File: src/rtl/psum_requant_pack_pkg.sv
// Shared encodings and constants for the PSUM requantise/pack stage.
package psum_requant_pack_pkg;

  localparam logic [1:0] PREC_2B = 2'b00;
  localparam logic [1:0] PREC_4B = 2'b01;
  localparam logic [1:0] PREC_8B = 2'b10;

  localparam int LANES_2B = 4;
  localparam int LANES_4B = 2;
  localparam int LANES_8B = 1;

  localparam logic signed [7:0] SAT_MAX_2B = 8'sh01;
  localparam logic signed [7:0] SAT_MIN_2B = 8'shFE;
  localparam logic signed [7:0] SAT_MAX_4B = 8'sh07;
  localparam logic signed [7:0] SAT_MIN_4B = 8'shF8;
  localparam logic signed [7:0] SAT_MAX_8B = 8'sh7F;
  localparam logic signed [7:0] SAT_MIN_8B = 8'sh80;

  // Code 2'b11 is an alias of the 8b precision.
  function automatic logic [1:0] prec_norm(input logic [1:0] f);
    return (f == 2'b11) ? PREC_8B : f;
  endfunction

  function automatic logic [1:0] lane_last(input logic [1:0] prec);
    case (prec)
      PREC_2B: return 2'(LANES_2B - 1);
      PREC_4B: return 2'(LANES_4B - 1);
      default: return 2'(LANES_8B - 1);
    endcase
  endfunction

endpackage

File: src/rtl/psum_requant_pack_fifo.sv
// First-word-fall-through FIFO; head visible combinationally, 1-cycle push-to-head.
// A push at full is accepted only when a pop frees the head slot in the same cycle.
module sync_fifo_fwft #(
  parameter int W     = 8,
  parameter int DEPTH = 4
) (
  input  logic                   CLK,
  input  logic                   RST,
  input  logic                   i_push,
  input  logic [W-1:0]           i_push_dat,
  input  logic                   i_pop,
  output logic [W-1:0]           o_head_dat,
  output logic [$clog2(DEPTH):0] o_count,
  output logic                   o_full,
  output logic                   o_empty
);
  localparam int AW = $clog2(DEPTH);

  logic [W-1:0]  r_mem [DEPTH];
  logic [AW-1:0] r_wr_ptr;
  logic [AW-1:0] r_rd_ptr;
  logic [AW:0]   r_count;
  logic          w_pop;
  logic          w_push;

  assign o_empty    = (r_count == '0);
  assign o_full     = (r_count == (AW+1)'(DEPTH));
  assign w_pop      = i_pop && !o_empty;
  assign w_push     = i_push && (!o_full || w_pop);
  assign o_head_dat = r_mem[r_rd_ptr];
  assign o_count    = r_count;

  always_ff @(posedge CLK or negedge RST) begin
    if (!RST) begin
      for (int i = 0; i < DEPTH; i++) r_mem[i] <= '0;
      r_wr_ptr <= '0;
      r_rd_ptr <= '0;
      r_count  <= '0;
    end else begin
      if (w_push) begin
        r_mem[r_wr_ptr] <= i_push_dat;
        r_wr_ptr        <= r_wr_ptr + 1'b1;
      end
      if (w_pop) r_rd_ptr <= r_rd_ptr + 1'b1;
      if (w_push && !w_pop)      r_count <= r_count + 1'b1;
      else if (!w_push && w_pop) r_count <= r_count - 1'b1;
    end
  end

endmodule

File: src/rtl/psum_requant_pack.sv
// Round/shift, saturate and pack finished PSUMs into 8b words; i_Done at t pushes at end of t+2.
// Valid/ready FIFO output; o_Almost_Full throttles upstream. ReLU option: PSUM_REQUANT_RELU_EN.
module psum_requant_pack
  import psum_requant_pack_pkg::*;
#(
  parameter int BITS_IN    = 24,
  parameter int BITS_OUT   = 8,
  parameter int FIFO_DEPTH = 4
) (
  input  logic                      CLK,
  input  logic                      RST,
  input  logic signed [BITS_IN-1:0] i_Psum,
  input  logic                      i_Done,
  input  logic [3:0]                i_Precision,
  input  logic [3:0]                i_Shift,
  input  logic                      i_Relu,
  input  logic                      i_Flush_Pack,
  output logic [BITS_OUT-1:0]       o_Data,
  output logic                      o_Valid,
  input  logic                      i_Ready,
  output logic                      o_Almost_Full,
  output logic                      o_Overflow,
  output logic                      o_Sat
);
  localparam int CW = $clog2(FIFO_DEPTH) + 1;

  logic                      r_s1_vld;
  logic signed [BITS_IN-1:0] r_s1_psum;
  logic [3:0]                r_s1_shift;
  logic [1:0]                r_s1_prec;
  logic                      r_s2_vld;
  logic [BITS_OUT-1:0]       r_s2_dat;
  logic [1:0]                r_s2_prec;
  logic [1:0]                r_lane_cnt;
  logic [BITS_OUT-1:0]       r_pack;
  logic                      r_ovf;
  logic                      r_sat;

  logic signed [BITS_IN:0]   w_ext, w_rnd, w_shr, w_max, w_min;
  logic signed [7:0]         w_max8, w_min8;
  logic [BITS_OUT-1:0]       w_res;
  logic                      w_clamp;
  logic [BITS_OUT-1:0]       w_pack_nxt, w_push_dat, w_head;
  logic [1:0]                w_cnt_nxt;
  logic                      w_push, w_pop, w_full, w_empty;
  logic [CW-1:0]             w_count;
  logic                      w_unused_prec;

  assign w_unused_prec = ^i_Precision[1:0];

`ifdef PSUM_REQUANT_RELU_EN
  logic r_s1_relu;
  always_ff @(posedge CLK or negedge RST) begin
    if (!RST)        r_s1_relu <= 1'b0;
    else if (i_Done) r_s1_relu <= i_Relu;
  end
`else
  logic w_unused_relu;
  assign w_unused_relu = i_Relu;
`endif

  always_ff @(posedge CLK or negedge RST) begin
    if (!RST) begin
      r_s1_vld   <= 1'b0;
      r_s1_psum  <= '0;
      r_s1_shift <= '0;
      r_s1_prec  <= PREC_2B;
    end else begin
      r_s1_vld <= i_Done;
      if (i_Done) begin
        r_s1_psum  <= i_Psum;
        r_s1_shift <= i_Shift;
        r_s1_prec  <= prec_norm(i_Precision[3:2]);
      end
    end
  end

  // One extra bit of headroom keeps the rounding add from wrapping.
  always_comb begin
    w_ext = {r_s1_psum[BITS_IN-1], r_s1_psum};
    w_rnd = '0;
    if (r_s1_shift != 4'd0) w_rnd = (BITS_IN+1)'(1) << (r_s1_shift - 4'd1);
    w_shr = (w_ext + w_rnd) >>> r_s1_shift;
`ifdef PSUM_REQUANT_RELU_EN
    if (r_s1_relu && w_shr[BITS_IN]) w_shr = '0;
`endif
    case (r_s1_prec)
      PREC_2B: begin w_max8 = SAT_MAX_2B; w_min8 = SAT_MIN_2B; end
      PREC_4B: begin w_max8 = SAT_MAX_4B; w_min8 = SAT_MIN_4B; end
      default: begin w_max8 = SAT_MAX_8B; w_min8 = SAT_MIN_8B; end
    endcase
    w_max   = (BITS_IN+1)'(w_max8);
    w_min   = (BITS_IN+1)'(w_min8);
    w_clamp = 1'b0;
    w_res   = w_shr[BITS_OUT-1:0];
    if (w_shr > w_max) begin
      w_res   = w_max8;
      w_clamp = 1'b1;
    end else if (w_shr < w_min) begin
      w_res   = w_min8;
      w_clamp = 1'b1;
    end
  end

  always_ff @(posedge CLK or negedge RST) begin
    if (!RST) begin
      r_s2_vld  <= 1'b0;
      r_s2_dat  <= '0;
      r_s2_prec <= PREC_2B;
      r_sat     <= 1'b0;
    end else begin
      r_s2_vld <= r_s1_vld;
      r_sat    <= r_sat | (r_s1_vld & w_clamp);
      if (r_s1_vld) begin
        r_s2_dat  <= w_res;
        r_s2_prec <= r_s1_prec;
      end
    end
  end

  // A result is merged before a coincident flush, so the two never push twice.
  always_comb begin
    w_pack_nxt = r_pack;
    w_cnt_nxt  = r_lane_cnt;
    w_push     = 1'b0;
    w_push_dat = r_pack;
    if (r_s2_vld) begin
      case (r_s2_prec)
        PREC_2B: w_pack_nxt[{r_lane_cnt, 1'b0} +: 2]    = r_s2_dat[1:0];
        PREC_4B: w_pack_nxt[{r_lane_cnt[0], 2'b00} +: 4] = r_s2_dat[3:0];
        default: w_pack_nxt = r_s2_dat;
      endcase
      if (r_lane_cnt == lane_last(r_s2_prec)) begin
        w_push     = 1'b1;
        w_push_dat = w_pack_nxt;
        w_pack_nxt = '0;
        w_cnt_nxt  = 2'd0;
      end else begin
        w_cnt_nxt = r_lane_cnt + 2'd1;
      end
    end
    if (i_Flush_Pack && (w_cnt_nxt != 2'd0)) begin
      w_push     = 1'b1;
      w_push_dat = w_pack_nxt;
      w_pack_nxt = '0;
      w_cnt_nxt  = 2'd0;
    end
  end

  always_ff @(posedge CLK or negedge RST) begin
    if (!RST) begin
      r_lane_cnt <= 2'd0;
      r_pack     <= '0;
      r_ovf      <= 1'b0;
    end else begin
      r_lane_cnt <= w_cnt_nxt;
      r_pack     <= w_pack_nxt;
      r_ovf      <= r_ovf | (w_push & w_full & ~w_pop);
    end
  end

  sync_fifo_fwft #(.W(BITS_OUT), .DEPTH(FIFO_DEPTH)) u_fifo (
    .CLK        (CLK),
    .RST        (RST),
    .i_push     (w_push),
    .i_push_dat (w_push_dat),
    .i_pop      (w_pop),
    .o_head_dat (w_head),
    .o_count    (w_count),
    .o_full     (w_full),
    .o_empty    (w_empty)
  );

  assign o_Valid       = !w_empty;
  assign w_pop         = o_Valid && i_Ready;
  assign o_Data        = w_empty ? '0 : w_head;
  assign o_Almost_Full = (w_count > CW'(FIFO_DEPTH - 3));
  assign o_Overflow    = r_ovf;
  assign o_Sat         = r_sat;

endmodule

File: config.mk
export PLATFORM = sky130hd
export DESIGN_NAME = psum_requant_pack
export DESIGN_NICKNAME = d
export VERILOG_FILES = /design/src/rtl/psum_requant_pack_pkg.sv /design/src/rtl/psum_requant_pack_fifo.sv /design/src/rtl/psum_requant_pack.sv
export SDC_FILE = /design/constraint.sdc
export NUM_CORES = 1
export LEC_CHECK = 0
export BUFFER_PORTS_ARGS = -buffer_cell sky130_fd_sc_hd__clkbuf_2
export CAP_MARGIN = 20
export CORE_MARGIN = 3
export CORE_UTILIZATION = 30
export DETAILED_ROUTE_END_ITERATION = 7
export SLEW_MARGIN = 20
export SYNTH_ARGS = -nofsm -noshare
export SYNTH_HDL_FRONTEND = slang
export SYNTH_SLANG_ARGS = --single-unit
File: constraint.sdc
create_clock -name CLK -period 7.04 [get_ports CLK]
set_clock_uncertainty 0.2 [all_clocks]
set_input_delay 0.704 -clock CLK [delete_from_list [all_inputs] [get_ports CLK]]
set_output_delay 0.704 -clock CLK [all_outputs]
set_load 0.05 [all_outputs]
* Yosys cells after proc, flatten, opt, wreduce, memory -nomap -nowiden
Index checks and enable logic that the tools add are counted.
Cells by class: mux-type cells 34, magnitude comparators 6, reduce and logical (&&, ||, !) cells 18, shift operators 6, equality and inequality tests 5, $add $sub $neg 9, bitwise gates (word level) 8
Operators with widths (count):
- 2-to-1 mux 8 bit | 12
- bitwise mux 32 bit | 1
- one-hot mux 7 bit (2 select lines) | 2
- adder 24 x 25 -> 25 bit | 1
- greater-than comparator 25 x 8 -> 1 bit | 1
- less-than comparator 25 x 8 -> 1 bit | 1
- 2-to-1 mux 25 bit | 1
- left shift 1 x 4 -> 25 bit, first input constant | 1
- >>> shifter 25 x 4 -> 25 bit | 1
- binary-select mux 8 bit (select 2 bit) | 1
- bitwise mux 8 bit | 2
- demux 8 bit (select 2 bit) | 1
- one-hot mux 8 bit (2 select lines) | 1
- 2-to-1 mux 2 bit | 5
- negation 3 -> 5 bit | 2
- variable shift 2 x 5 -> 8 bit, first input constant | 1
- variable shift 4 x 5 -> 8 bit, first input constant | 1
- variable part select 2 x 5 -> 8 bit | 1
- variable part select 4 x 5 -> 8 bit | 1
- logical AND 1 bit | 7
- adder 2 x 1 -> 2 bit, second input constant | 3
- >= comparator 3 bit, second input constant | 2
- 2-to-1 mux 3 bit | 2
- inverter 2 -> 3 bit | 2
- 20 further kinds | 33
Storage, ports and cells: output and inout bits 12, register bits 93

* Logic depth before layout (Yosys ltp)
word-level depth 14, gate-level depth with buffers 30, mapped depth without buffers 28

* By module
Synthesis repeated with hierarchy kept, for this count alone.
Unflattened totals: cells, all modules 934, area total of the unflattened synthesis 8195.4 µm²
Modules (own cells, without submodules):
- psum_requant_pack | cells an instance 821, instances 1, area an instance 6401.1 µm²
- sync_fifo_fwft | cells an instance 113, instances 1, area an instance 1794.2 µm²

* Worst setup path after synthesis
Ideal clock, no wire load.
kind flip-flop to flip-flop, start register r_s1_shift[1], end register r_s2_dat[3], required time 6.706 ns, buffers on the path 3, path slack 0.966 ns, data arrival time 5.740 ns, cell stages (with the launch flop) 27, period minus slack after synthesis 6.074 ns, setup time 0.134 ns, cells stage by stage dfrtp_1 -> clkbuf_1 -> clkbuf_1 -> clkbuf_1 -> nand2_1 -> nor2_1 -> ha_1 -> and2_1 -> nor4b_2 -> and2_1 -> or3_1 -> and2_1 -> a221o_1 -> mux2_2 -> nor2_1 -> a21oi_1 -> ha_1 -> o21bai_1 -> a21oi_1 -> o21bai_1 -> a21oi_1 -> a21oi_1 -> nor4bb_1 -> o2111ai_1 -> or4_4 -> a31oi_4 -> a32oi_1
Between the ends: longest elaborated chain between the ends 8, elaborated cells between the ends (all ways) 10, those cells by class 2 x add/sub; 2 x order compare; 2 x shift; 3 x mux; 1 x reduce/logical
RTL lines:
- start: declaration | line psum_requant_pack.sv:29 | logic [3:0] r_s1_shift;
- start signal: assignment | line psum_requant_pack.sv:72 | r_s1_shift <= i_Shift;
- subtractor 4 x 1 -> 4 bit | line psum_requant_pack.sv:82 | if (r_s1_shift != 4'd0) w_rnd = (BITS_IN+1)'(1) << (r_s1_shift - 4'd1);
- left shift 1 x 4 -> 25 bit | line psum_requant_pack.sv:82
- 2-to-1 mux 25 bit | line psum_requant_pack.sv:82
- adder 24 x 25 -> 25 bit | line psum_requant_pack.sv:83 | w_shr = (w_ext + w_rnd) >>> r_s1_shift;
- >>> shifter 25 x 4 -> 25 bit (*) | line psum_requant_pack.sv:83
- less-than comparator 25 x 8 -> 1 bit | line psum_requant_pack.sv:99 | end else if (w_shr < w_min) begin
- 2-to-1 mux 8 bit | line psum_requant_pack.sv:99
- 2-to-1 mux 8 bit (*) | line psum_requant_pack.sv:96 | if (w_shr > w_max) begin
- end signal: assignment | line psum_requant_pack.sv:115 | r_s2_dat <= w_res;
- end: declaration | line psum_requant_pack.sv:32 | logic [BITS_OUT-1:0] r_s2_dat;
Every way passes the cells marked *; elsewhere a longest branch is shown, timed or not. A chain may end at the register's enable or synchronous reset.

* Worst setup path in the final report
start register r_s1_shift[1], end register r_s2_dat[5]
The elaborated chain is that of the path after synthesis.

==> metrics.md <==
| Metric | Value |
|---|---|
| FF-to-FF Start | r_s1_shift[1] |
| Worst setup margin | 487 ps |
| Die height | ~170 microns |
| Arrival time worst endpoint | around 6600 ps |
| Syn Nets | around 980 |
| Element type at the critical path end | flop |
| Synthesis warning total | 0 |
| Setup TNS | 0 ps |
| Fraction of layout cells with a size suffix above 1 | 0.166 |
| CTS Buffer Depth | 2 |
| Initial antenna violation count | 0 |
| HP Class | in -> async |
| Nets | slightly above 1,000 |
| Die area | ~28,000 sq um |
| Crit share post-route | 0.931 |
| Asr flop ratio synth | 1.00 |
| Worst skew pair latency | between 300 and 400 ps |
| CTS Buf Count | 9 |
| Worst reg-to-reg path cell count | 26 |
| DR vias | 7,207 |
| Max VDD drop | 260 uV |
| Placer congestion estimate | approximately 0.94 |
| Vias in the first global route | just under 7,000 |
| Net Sw Frac | 0.424 |
| CP startpoint kind | flop |
| Ports | 50 |
| Rel. slew slack | 0.338 |
| Residual DRC | 0 |
| PwrDens | ~280 nW/um^2 |
| HPWL Detailed | 16,600 microns |
| Total gr overflow | 0 |
| Crit Path Max Fanout | 9 |
| Static Leakage | approximately 3.7 nW |
| CP required | a little over 7000 ps |
| Clock Sink Count | 93 |
| Drt wl/cell | 17.4 microns |
| ANT cells | 0 |
| Clock share of power | 0.218 |
| Outcome | completed |
| Post-synth EDFFs | 0 |
| Initial Util | 0.310 |
| Fin cells | approximately 1,300 |
| # rows | between 50 and 60 |
| Vias/cell | about 5.7 |
| Initial drt markers | roughly 600 |
| Max cap viols | 0 |
| Die width | 166 microns |
| Max Fclk | about 150 MHz |
| Minimum clock period | approximately 6600 ps |
| First-pass GRT wire length | ~37,000 microns |
| Sequential area share after synthesis | 0.303 |
| Post-CTS Setup Inserts | 0 |
| Post-route cell area | between 8000 and 9000 sq um |
| Post-DRT Antenna Nets | 0 |
| Gr usage total | 0.160 |
| Final setup vio count | 0 |
| Total net switching power | 0.00101 W |
| First drt pass iteration count | 5 |
| R2r setup slk | 490 ps |
| Place WS | 622 ps |
| Seq cells post-synth | 93 |
| Area growth from synthesis to final layout | 12.8% |
| Post-Place Cell Area | roughly 8300 sq um |
| Capturing point of the worst reg2reg path | r_s2_dat[5] |
| Synth cell types | 90 |
| Fill count | roughly 2,600 |
| IO Port Bufs | 46 |
| Placed cells | 1,251 |
| Slew @ Worst Pin | between 900 and 1000 ps |
| Mean Syn Cell Area | between 8 and 9 sq um |
| Clk pin slew, worst setup/hold paths | 70 ps |
| Top_reg_cell synth | dfrtp_1 |
| Largest net degree at the start of global routing | 51 |
| Sequential Power Share | 0.333 |
| Post-synthesis instance total | 900 |
| CTS tree | yes |
| Fin util | 0.350 |
| CTS H-tree depth | 3 |
| Worst setup path class | reg -> reg |
| Clk root buf | clkbuf_16 |
| Core area | 24,700 sq um |
| Final Hold Fails | 0 |
| Internal Power | 0.00138 W |
| Post-Route WL | roughly 22,000 microns |
| Mapped Area | between 7000 and 8000 sq um |
| Final Max Slew Viols | 0 |
| Comb pwr share | 0.449 |
==> metal layers <==
metal	track usage	vias up	wire, microns
met5	0	-	0
met4	0.0380	0	461
met3	0.0300	49	1390
met2	0.259	274	10200
met1	0.222	3447	10000
li1	-	3437	-
==> flip-flops by register name, indices dropped and copies added, names as in the netlist, 3 cells and up <==
signal	count
r_s1_psum	24
u_fifo.o_count	3
r_s1_shift	4
r_s2_dat	8
u_fifo.r_mem	32
r_pack	8
==> power groups by stage <==
stage	clock (W)	combinational, W	sequential (W)
finish	0.000522	0.00107	0.000796
floorplan	0	0.000844	0.000747
detailed placement	0	0.00106	0.000808
global route	0.000554	0.00119	0.000819
global placement	0	0.00105	0.000803
CTS	0.000538	0.00107	0.000797
==> critical path, stage by stage, from the launching register on <==
cell and delay [ps]:
dfrtp_1 430, clkinv_1 220, buf_4 230, nand2_1 90
buf_4 200, nor2_1 70, ha_1 360, a21oi_1 350
o21ai_0 250, a21o_1 260, or3_1 320, and2_1 210
a221o_1 360, mux2_2 290, nor2_1 90, a21oi_1 90
ha_1 330, o21bai_1 170, a21oi_1 80, o21bai_1 120
a21oi_1 80, a21oi_1 100, nor4bb_1 290, o2111ai_1 230
or4_4 630, a31oi_4 230, a32oi_1 120
==> stage by stage <==
stage          power (W)  hold slack, ps
6_report         0.00239             143
5_1_grt          0.00257             176
4_1_cts          0.00240             164
3_5_place_dp     0.00187             258
3_3_place_gp     0.00186             256
2_1_floorplan    0.00159             172
==> repair_timing <==
item / CTS / global route
hold buffers: 0 / 0
resized for setup: 0 / 4
setup endpoints to repair: 0 / 7
==> kinds of logic (layout without fill, tap and decap cells) <==
family,Yosys count,in the layout,share of synthesized area
XOR/XNOR,22,22,0.0251
multiplexers,66,66,0.110
buffers and inverters,86,129,0.0437
other,1,1,0.000488
adder cells (fa/ha/maj),43,43,0.0710
flip-flops,93,93,0.303
AND/OR/NAND/NOR,303,303,0.196
AO/OA/AOI/OAI,286,286,0.251
==> cells in the final DEF, fill, tap and decap left out, drive strengths merged, types with 5 or more instances in the layout <==
cell	netlist	routed
dfrtp	93	93
nand4	16	16
inv	40	41
mux2i	28	28
buf	12	27
nor3	15	15
ha	42	42
a22oi	12	12
o21a	5	5
xnor2	16	16
nor2	74	74
o22ai	7	7
and2	16	16
mux2	26	26
clkbuf	33	57
o21ai	90	90
nand2b	9	9
a32oi	7	7
nand3	22	22
a21oi	60	60
a31oi	11	11
xor2	6	6
o211ai	9	9
nand2	109	109
a221oi	15	15
o21bai	6	6
o31ai	6	6
nor4	5	5
or3	7	7
mux4	12	12
a211oi	13	13
==> how the worst max path moves through the flow <==
stage               cells after the start           to          start  slack, ps
global placement                       25  r_s2_dat[5]  r_s1_shift[0]        610
detailed placement                     26  r_s2_dat[5]  r_s1_shift[0]        620
CTS                                    25  r_s2_dat[2]  r_s1_shift[0]        560
global route                           29  r_s2_dat[5]  r_s1_shift[1]        -10
floorplan                              26  r_s2_dat[3]  r_s1_shift[1]        970
finish                                 26  r_s2_dat[5]  r_s1_shift[1]        490
==> area by class of cell <==
class	instances	area, sq um	area share
clock inverters	4	55.1	0.00635
inverters	41	154	0.0178
repair buffers	72	428	0.0494
flip-flops and latches	93	2330	0.269
well taps	324	405	0.0468
clock buffers	12	256	0.0296
multi-input cells	721	5040	0.581
==> synthesized netlist by cell type (5+ instances only) <==
cell | number | share of area
o21ai_0 | 80 | 0.052
nand2b_1 | 8 | 0.0065
xnor2_1 | 16 | 0.018
clkbuf_1 | 33 | 0.016
nor2_1 | 74 | 0.036
inv_1 | 40 | 0.020
mux2i_1 | 28 | 0.036
a21oi_1 | 57 | 0.037
o31ai_1 | 6 | 0.0059
a22oi_1 | 12 | 0.012
nand3_1 | 22 | 0.014
dfrtp_1 | 93 | 0.30
o21bai_1 | 6 | 0.0059
o21a_1 | 5 | 0.0049
nand2_1 | 109 | 0.053
a32oi_1 | 7 | 0.0080
ha_1 | 42 | 0.068
and2_1 | 15 | 0.012
a211oi_1 | 12 | 0.012
nand4_1 | 13 | 0.011
nor3_1 | 14 | 0.0091
o211ai_1 | 7 | 0.0068
o22ai_1 | 7 | 0.0057
a221oi_1 | 14 | 0.016
mux4_2 | 12 | 0.035
o21ai_1 | 9 | 0.0059
a31oi_1 | 9 | 0.0073
mux2_2 | 26 | 0.038
buf_1 | 6 | 0.0029
or3_1 | 7 | 0.0057
xor2_1 | 6 | 0.0068
Power figures use the tool's default switching activity.
